## src/rtl/papuf_crp_driver_if.sv

```systemverilog
// Host-side request/response bundle for the PUF challenge/response driver.
// Latency: none, plain wires; timing is owned by papuf_crp_driver.
// Backpressure: none; start is only honoured while busy is low, never queued.
//
// Signals:
//   start          request strobe (host -> driver)
//   ch_in          challenge for the request (host -> driver)
//   busy           request in flight (driver -> host)
//   done           one-cycle strobe, resp_out valid (driver -> host)
//   resp_out       captured or voted response (driver -> host)
//   resp_unstable  per-bit disagreement flags (driver -> host)
interface papuf_crp_driver_if #(
   parameter int CW = 16,
   parameter int RW = 16
) ();
   logic          start;
   logic [CW-1:0] ch_in;
   logic          busy;
   logic          done;
   logic [RW-1:0] resp_out;
   logic [RW-1:0] resp_unstable;

   // master: the host issuing requests
   modport master (
      output start, ch_in,
      input  busy, done, resp_out, resp_unstable
   );

   // slave: the driver serving requests
   modport slave (
      input  start, ch_in,
      output busy, done, resp_out, resp_unstable
   );
endinterface

```

## src/rtl/papuf_crp_driver.sv

```systemverilog
// Pulse-arbiter PUF initiator: drives a challenge, fires the eval pulse, captures the response.
// Latency: start edge to done = SETUP_CYC+PULSE_CYC+CAPTURE_CYC+1 (vote build: NUM_EVAL*(S+P+C)+2).
// Backpressure: start ignored (not queued) while busy; a start in the done cycle is accepted.
//
// Ports:
//   clk, rst        clock and synchronous active-high reset
//   host (slave)    start/ch_in in; busy/done/resp_out/resp_unstable out
//   puf_challenge   registered challenge bus to the PUF array
//   puf_pulse       registered evaluation pulse to the PUF array
//   puf_response    response bus from the PUF array
// Optional feature: define PAPUF_VOTE_EN for NUM_EVAL repeated evaluations with per-bit
// majority vote and instability flags. Without it a single evaluation is captured directly.
module papuf_crp_driver #(
   parameter int CW          = 16,
   parameter int RW          = 16,
   parameter int SETUP_CYC   = 4,
   parameter int PULSE_CYC   = 2,
   parameter int CAPTURE_CYC = 4,
   parameter int NUM_EVAL    = 5
) (
   input  logic            clk,
   input  logic            rst,
   papuf_crp_driver_if.slave host,
   output logic [CW-1:0]   puf_challenge,
   output logic            puf_pulse,
   input  logic [RW-1:0]   puf_response
);

   localparam int MAX_SP = (SETUP_CYC > PULSE_CYC) ? SETUP_CYC : PULSE_CYC;
   localparam int MAXC   = (MAX_SP > CAPTURE_CYC) ? MAX_SP : CAPTURE_CYC;
   localparam int CNTW   = $clog2(MAXC + 1);

   // Phase counters count down to zero; loaded with N-1 on entry.
   localparam logic [CNTW-1:0] SETUP_LD = CNTW'(SETUP_CYC - 1);
   localparam logic [CNTW-1:0] PULSE_LD = CNTW'(PULSE_CYC - 1);
   localparam logic [CNTW-1:0] CAPT_LD  = CNTW'(CAPTURE_CYC - 1);

   if (SETUP_CYC < 1 || PULSE_CYC < 1 || CAPTURE_CYC < 1 ||
       NUM_EVAL < 1 || (NUM_EVAL % 2) == 0) begin : g_param_check
      $error("papuf_crp_driver: illegal timing or NUM_EVAL parameter");
   end

   typedef enum logic [2:0] {
      IDLE  = 3'd0,
      SETUP = 3'd1,
      PULSE = 3'd2,
      WAIT  = 3'd3,
      VOTE  = 3'd4
   } state_t;

   state_t          state, state_nxt;
   logic [CNTW-1:0] cyc_cnt, cyc_nxt;
   logic            accept;     // request taken this edge
   logic            sample;     // puf_response captured this edge
   logic            finish;     // done strobes in the following cycle
   logic            last_eval;  // current evaluation is the final one
   logic            done_q;
   logic [RW-1:0]   resp_q;

   assign host.busy     = (state != IDLE);
   assign host.done     = done_q;
   assign host.resp_out = resp_q;

   // ---------------------------------------------------------------- next state
   always_comb begin
      state_nxt = state;
      cyc_nxt   = cyc_cnt;
      accept    = 1'b0;
      sample    = 1'b0;
      finish    = 1'b0;
      case (state)
         IDLE: begin
            if (host.start) begin
               accept    = 1'b1;
               state_nxt = SETUP;
               cyc_nxt   = SETUP_LD;
            end
         end
         SETUP: begin
            if (cyc_cnt == '0) begin
               state_nxt = PULSE;
               cyc_nxt   = PULSE_LD;
            end else begin
               cyc_nxt = cyc_cnt - 1'b1;
            end
         end
         PULSE: begin
            if (cyc_cnt == '0) begin
               state_nxt = WAIT;
               cyc_nxt   = CAPT_LD;
            end else begin
               cyc_nxt = cyc_cnt - 1'b1;
            end
         end
         WAIT: begin
            if (cyc_cnt == '0) begin
               sample = 1'b1;
               if (!last_eval) begin
                  state_nxt = SETUP;
                  cyc_nxt   = SETUP_LD;
               end else begin
`ifdef PAPUF_VOTE_EN
                  state_nxt = VOTE;
`else
                  state_nxt = IDLE;
                  finish    = 1'b1;
`endif
                  cyc_nxt   = '0;
               end
            end else begin
               cyc_nxt = cyc_cnt - 1'b1;
            end
         end
         VOTE: begin
            state_nxt = IDLE;
            cyc_nxt   = '0;
            finish    = 1'b1;
         end
         default: begin
            state_nxt = IDLE;
            cyc_nxt   = '0;
         end
      endcase
   end

   // ---------------------------------------------------------------- control regs
   always_ff @(posedge clk) begin
      if (rst) begin
         state         <= IDLE;
         cyc_cnt       <= '0;
         puf_pulse     <= 1'b0;
         puf_challenge <= '0;
         done_q        <= 1'b0;
      end else begin
         state     <= state_nxt;
         cyc_cnt   <= cyc_nxt;
         // Pulse register follows the next state so it is high exactly in PULSE.
         puf_pulse <= (state_nxt == PULSE);
         done_q    <= finish;
         if (accept) begin
            puf_challenge <= host.ch_in;
         end
      end
   end

   // ---------------------------------------------------------------- capture path
`ifdef PAPUF_VOTE_EN
   localparam int EW = $clog2(NUM_EVAL + 1);

   logic [EW-1:0] eval_cnt;             // evaluations completed for this request
   logic [EW-1:0] ones_cnt [RW];        // per-bit count of sampled ones
   logic [RW-1:0] unst_q;

   assign last_eval          = (eval_cnt == EW'(NUM_EVAL - 1));
   assign host.resp_unstable = unst_q;

   always_ff @(posedge clk) begin
      if (rst) begin
         eval_cnt <= '0;
         resp_q   <= '0;
         unst_q   <= '0;
         for (int i = 0; i < RW; i++) begin
            ones_cnt[i] <= '0;
         end
      end else begin
         if (accept) begin
            eval_cnt <= '0;
            for (int i = 0; i < RW; i++) begin
               ones_cnt[i] <= '0;
            end
         end else if (sample) begin
            eval_cnt <= eval_cnt + 1'b1;
            for (int i = 0; i < RW; i++) begin
               ones_cnt[i] <= ones_cnt[i] + EW'(puf_response[i]);
            end
         end
         if (state == VOTE) begin
            for (int i = 0; i < RW; i++) begin
               resp_q[i] <= (ones_cnt[i] > EW'(NUM_EVAL / 2));
               unst_q[i] <= (ones_cnt[i] != '0) && (ones_cnt[i] != EW'(NUM_EVAL));
            end
         end
      end
   end
`else
   assign last_eval          = 1'b1;
   assign host.resp_unstable = '0;

   always_ff @(posedge clk) begin
      if (rst) begin
         resp_q <= '0;
      end else if (sample) begin
         resp_q <= puf_response;
      end
   end
`endif

endmodule

```

## src/flat_wrapper.sv

```systemverilog
// flat-port wrapper written by rule: the top's interface ports become plain ports
module papuf_crp_driver_flat 
#(
   parameter int CW          = 16,
   parameter int RW          = 16,
   parameter int SETUP_CYC   = 4,
   parameter int PULSE_CYC   = 2,
   parameter int CAPTURE_CYC = 4,
   parameter int NUM_EVAL    = 5
)
  (clk, rst, puf_challenge, puf_pulse, puf_response, host_start, host_ch_in, host_busy, host_done, host_resp_out, host_resp_unstable);
  papuf_crp_driver_if #(.CW(CW), .RW(RW)) host_i ();
  input  logic clk;
  input  logic rst;
  output logic [CW-1:0] puf_challenge;
  output logic puf_pulse;
  input  logic [RW-1:0] puf_response;
  input wire logic [$bits(host_i.start)-1:0] host_start;
  input wire logic [$bits(host_i.ch_in)-1:0] host_ch_in;
  output wire logic [$bits(host_i.busy)-1:0] host_busy;
  output wire logic [$bits(host_i.done)-1:0] host_done;
  output wire logic [$bits(host_i.resp_out)-1:0] host_resp_out;
  output wire logic [$bits(host_i.resp_unstable)-1:0] host_resp_unstable;
  assign host_i.start = host_start;
  assign host_i.ch_in = host_ch_in;
  assign host_busy = host_i.busy;
  assign host_done = host_i.done;
  assign host_resp_out = host_i.resp_out;
  assign host_resp_unstable = host_i.resp_unstable;
  papuf_crp_driver #(.CW(CW), .RW(RW), .SETUP_CYC(SETUP_CYC), .PULSE_CYC(PULSE_CYC), .CAPTURE_CYC(CAPTURE_CYC), .NUM_EVAL(NUM_EVAL)) u_core (.clk(clk), .rst(rst), .host(host_i), .puf_challenge(puf_challenge), .puf_pulse(puf_pulse), .puf_response(puf_response));
endmodule
```

## config.mk

```make
export PLATFORM = sky130hd
export DESIGN_NAME = papuf_crp_driver_flat
export DESIGN_NICKNAME = d
export VERILOG_FILES = /design/src/rtl/papuf_crp_driver_if.sv /design/src/rtl/papuf_crp_driver.sv /design/src/flat_wrapper.sv
export SDC_FILE = /design/constraint.sdc
export NUM_CORES = 1
export LEC_CHECK = 0
export ABC_CLOCK_PERIOD_IN_PS = 2800
export BUFFER_PORTS_ARGS = -buffer_cell sky130_fd_sc_hd__buf_2
export CAP_MARGIN = 20
export CORE_AREA = 10 10 72 74
export DETAILED_ROUTE_END_ITERATION = 16
export DIE_AREA = 0 0 82 84
export GPL_ROUTABILITY_DRIVEN = 0
export PLACE_DENSITY = 0.83
export SLEW_MARGIN = 20
export SYNTH_ARGS = -nofsm -noshare
export SYNTH_HDL_FRONTEND = slang
export SYNTH_SLANG_ARGS = --single-unit
```

## constraint.sdc

```tcl
create_clock -name clk -period 2.8 [get_ports clk]
set_clock_uncertainty 0.1 [all_clocks]
set_input_delay 0.28 -clock clk [delete_from_list [all_inputs] [get_ports clk]]
set_output_delay 0.28 -clock clk [all_outputs]
set_load 0.02 [all_outputs]
```

==> run summary <==
post-synthesis sequential area ratio: 44.1%
Peak VDD IR: 0.275 mV
total negative slack: 0 ns
vias per cell: 4.64
DRT Wirelength: 4070 µm
distinct cell type count after synthesis: 29
nets: 296
hold_buf cts: 0
Min Clock Period, post-route: 1.78 ns
HPWL Detailed: 3160 µm
global route overflow: 0
initial antenna violation count: 0
Std-Cell Rows: 23
final cycle utilization of the critical path: 63.5%
clk root buf: clkbuf_8
die height: 84 µm
number of H-tree levels: 2
drt wl/cell: 13.1 µm
# Post-CTS Setup Buffers: 0
Critical Path RT: 2.84 ns
Fillers: 364
unrepaired setup endpoints after global routing: false
number of DRC markers in iteration 0: 39
Reg clk slew, reported paths: 0.07 ns
area grow syn2layout: 18.9%
gr usage total: 12.1%
fraction of layout cells with a size suffix above 1: 31.0%
crit start category: flip-flop
Post-synth EDFFs: 0
DIE WIDTH: 82 µm
power per cell area: 504 nW/µm²
Rel. slew slack: 48.3%
DR DRC count: 0
final instance area: 2160 µm²
post-route ant nets: 0
status: complete, no violations
Cells after Synth: 198
Antenna Cells: 0
area of the multi-input gates: 861 µm²
type of element capturing the critical path: flip-flop
first-pass GRT wire length: 6780 µm
IO Pins: 86
measured slew at the worst slew-check pin: 0.772 ns
synthesis warning total: 0
hold depth: 3
Max-Cap Viols: 0
number of buffers created by CTS: 5
Starting Density: 47.1%
Critical Path AT: 1.81 ns
via count: 1443
CP Class: flip-flop to flip-flop
placeable core area: 3860 µm²
final setup violating endpoints: 0
FF-to-FF path depth: 3
Pre-Repair DR Iteration Count: 4
vias in the first global route: 1553
leak pwr: 0.991 nW
TritonCTS clock tree: yes
mapped cell area: 1820 µm²
Top FF cell, synth: dfxtp_1
Die Footprint: 6890 µm²
final hold viol count: 0
port bufs: 69
ys async rst share: 0%
Final Max Tran Viols: 0
synthesized flop and latch total: 40
post-CTS sizing: 0
largest net degree at the start of global routing: 51
FF+latch area: 801 µm²
Worst Hold Class: input pin to flip-flop
CP max FO: 16
Max Root-Sink Buffers: 2
CTS Sinks: 40
Clk Latency, worst-skew pair: 0.28 ns
Syn Area/Cell: 9.17 µm²
Post-DP Area: 2080 µm²
maximum clock rate: 0.563 GHz
## Yosys cell counts, types with 2 or more instances
| library cell | number | area (µm²) |
|---|---|---|
| nand2b_1 | 34 | 213 |
| clkbuf_1 | 6 | 22.5 |
| nand2_1 | 34 | 128 |
| mux2i_1 | 17 | 170 |
| buf_2 | 3 | 15.0 |
| dfxtp_1 | 40 | 801 |
| nor3_1 | 3 | 15.0 |
| buf_6 | 4 | 45.0 |
| buf_4 | 17 | 128 |
| a21oi_1 | 19 | 95.1 |
| nor2_1 | 2 | 7.51 |
| or3_1 | 2 | 12.5 |
## metal layers
layer	routed length (µm)	vias up	share of wire (%)	GRT usage (%)
li1	-	737	-	-
met1	1460	639	36	11.2
met2	1900	60	47	20.1
met3	639	7	16	7.97
met4	59	0	1.5	5.42
met5	0	-	0	0
## cell type report
cell class / count / area share (%)
tap: 50 / 2.90
sequential: 40 / 37.1
multi-input combinational: 143 / 39.9
timing repair buffer: 70 / 16.3
clock buffer: 6 / 3.36
inverter: 1 / 0.174
clock inverter: 1 / 0.232
## layout by cell type, fill, tap and decap left out
cell | Yosys | routed
buf_2 | 3 | 69
dfxtp_1 | 40 | 40
nand2_1 | 34 | 34
nand2b_1 | 34 | 34
a21oi_1 | 19 | 19
mux2i_1 | 17 | 17
conb_1 | 1 | 17
clkbuf_8 | 0 | 5
nor3_1 | 3 | 3
or3_1 | 2 | 2
nor2_1 | 2 | 2
o21ai_0 | 1 | 1
or2_2 | 1 | 1
a31oi_1 | 1 | 1
inv_1 | 1 | 1
nand3b_4 | 1 | 1
nor4_1 | 1 | 1
a2111oi_0 | 1 | 1
nor4b_4 | 1 | 1
or4b_1 | 1 | 1
nor4b_1 | 1 | 1
nor2b_1 | 1 | 1
a211oi_1 | 1 | 1
or4_1 | 1 | 1
nor4bb_1 | 1 | 1
or3b_2 | 1 | 1
nor4_4 | 1 | 1
clkbuf_1 | 6 | 1
clkinv_2 | 0 | 1
buf_4 | 17 | 1
## where the power goes
group	internal, mW	total (mW)	switching, mW
registers	0.585	0.601	0.0161
logic	0.0523	0.135	0.0831
clock network	0.169	0.351	0.182
total	0.807	1.09	0.281
## worst paths after layout
path / start / to / slack [ns]
max: u_core.state[1] / u_core.puf_challenge[3] / 1.02
min: host_ch_in[6] / u_core.puf_challenge[6] / 0.13
max reg2reg: u_core.state[1] / u_core.puf_challenge[3] / 1.02
min reg2reg: u_core.puf_challenge[11] / u_core.puf_challenge[11] / 0.35
## state kept, by name, summed over array words and instances, names as in the netlist
name,count
u_core.state,3
u_core.cyc_cnt,3
u_core.puf_challenge,16
u_core.puf_pulse,1
u_core.host.resp_out,16
u_core.host.done,1
## stage by stage
stage / util (%) / total power, mW / setup slack [ns] / instances / hold slack (ns)
after floorplan: - / 0.726 / 1.27 / 214 / 0.316
after global placement: 54.0 / 0.747 / 1.07 / 304 / 0.339
after detailed placement: 54.0 / 0.751 / 1.02 / 304 / 0.346
after CTS: 56.0 / 1.10 / 1.01 / 311 / 0.117
after global routing: 56.0 / 1.14 / 0.900 / 311 / 0.129
final: 56.0 / 1.09 / 1.02 / 311 / 0.129
## logic make-up (layout without fill, tap and decap cells)
family | Yosys count | count (layout) | synth area share [%]
buf+inv | 31 | 78 | 11.8
simple gates | 86 | 86 | 27.8
flops | 40 | 40 | 44.1
mux | 17 | 17 | 9.37
other cells | 1 | 17 | 0.207
compound gates | 23 | 23 | 6.75
## worst max-delay path: stages, from the launching register on
cell and delay, ns:
dfxtp_1 0.44, or4b_1 0.84, nand2_1 0.16, a21oi_1 0.08
Power figures use the tool's default switching activity.
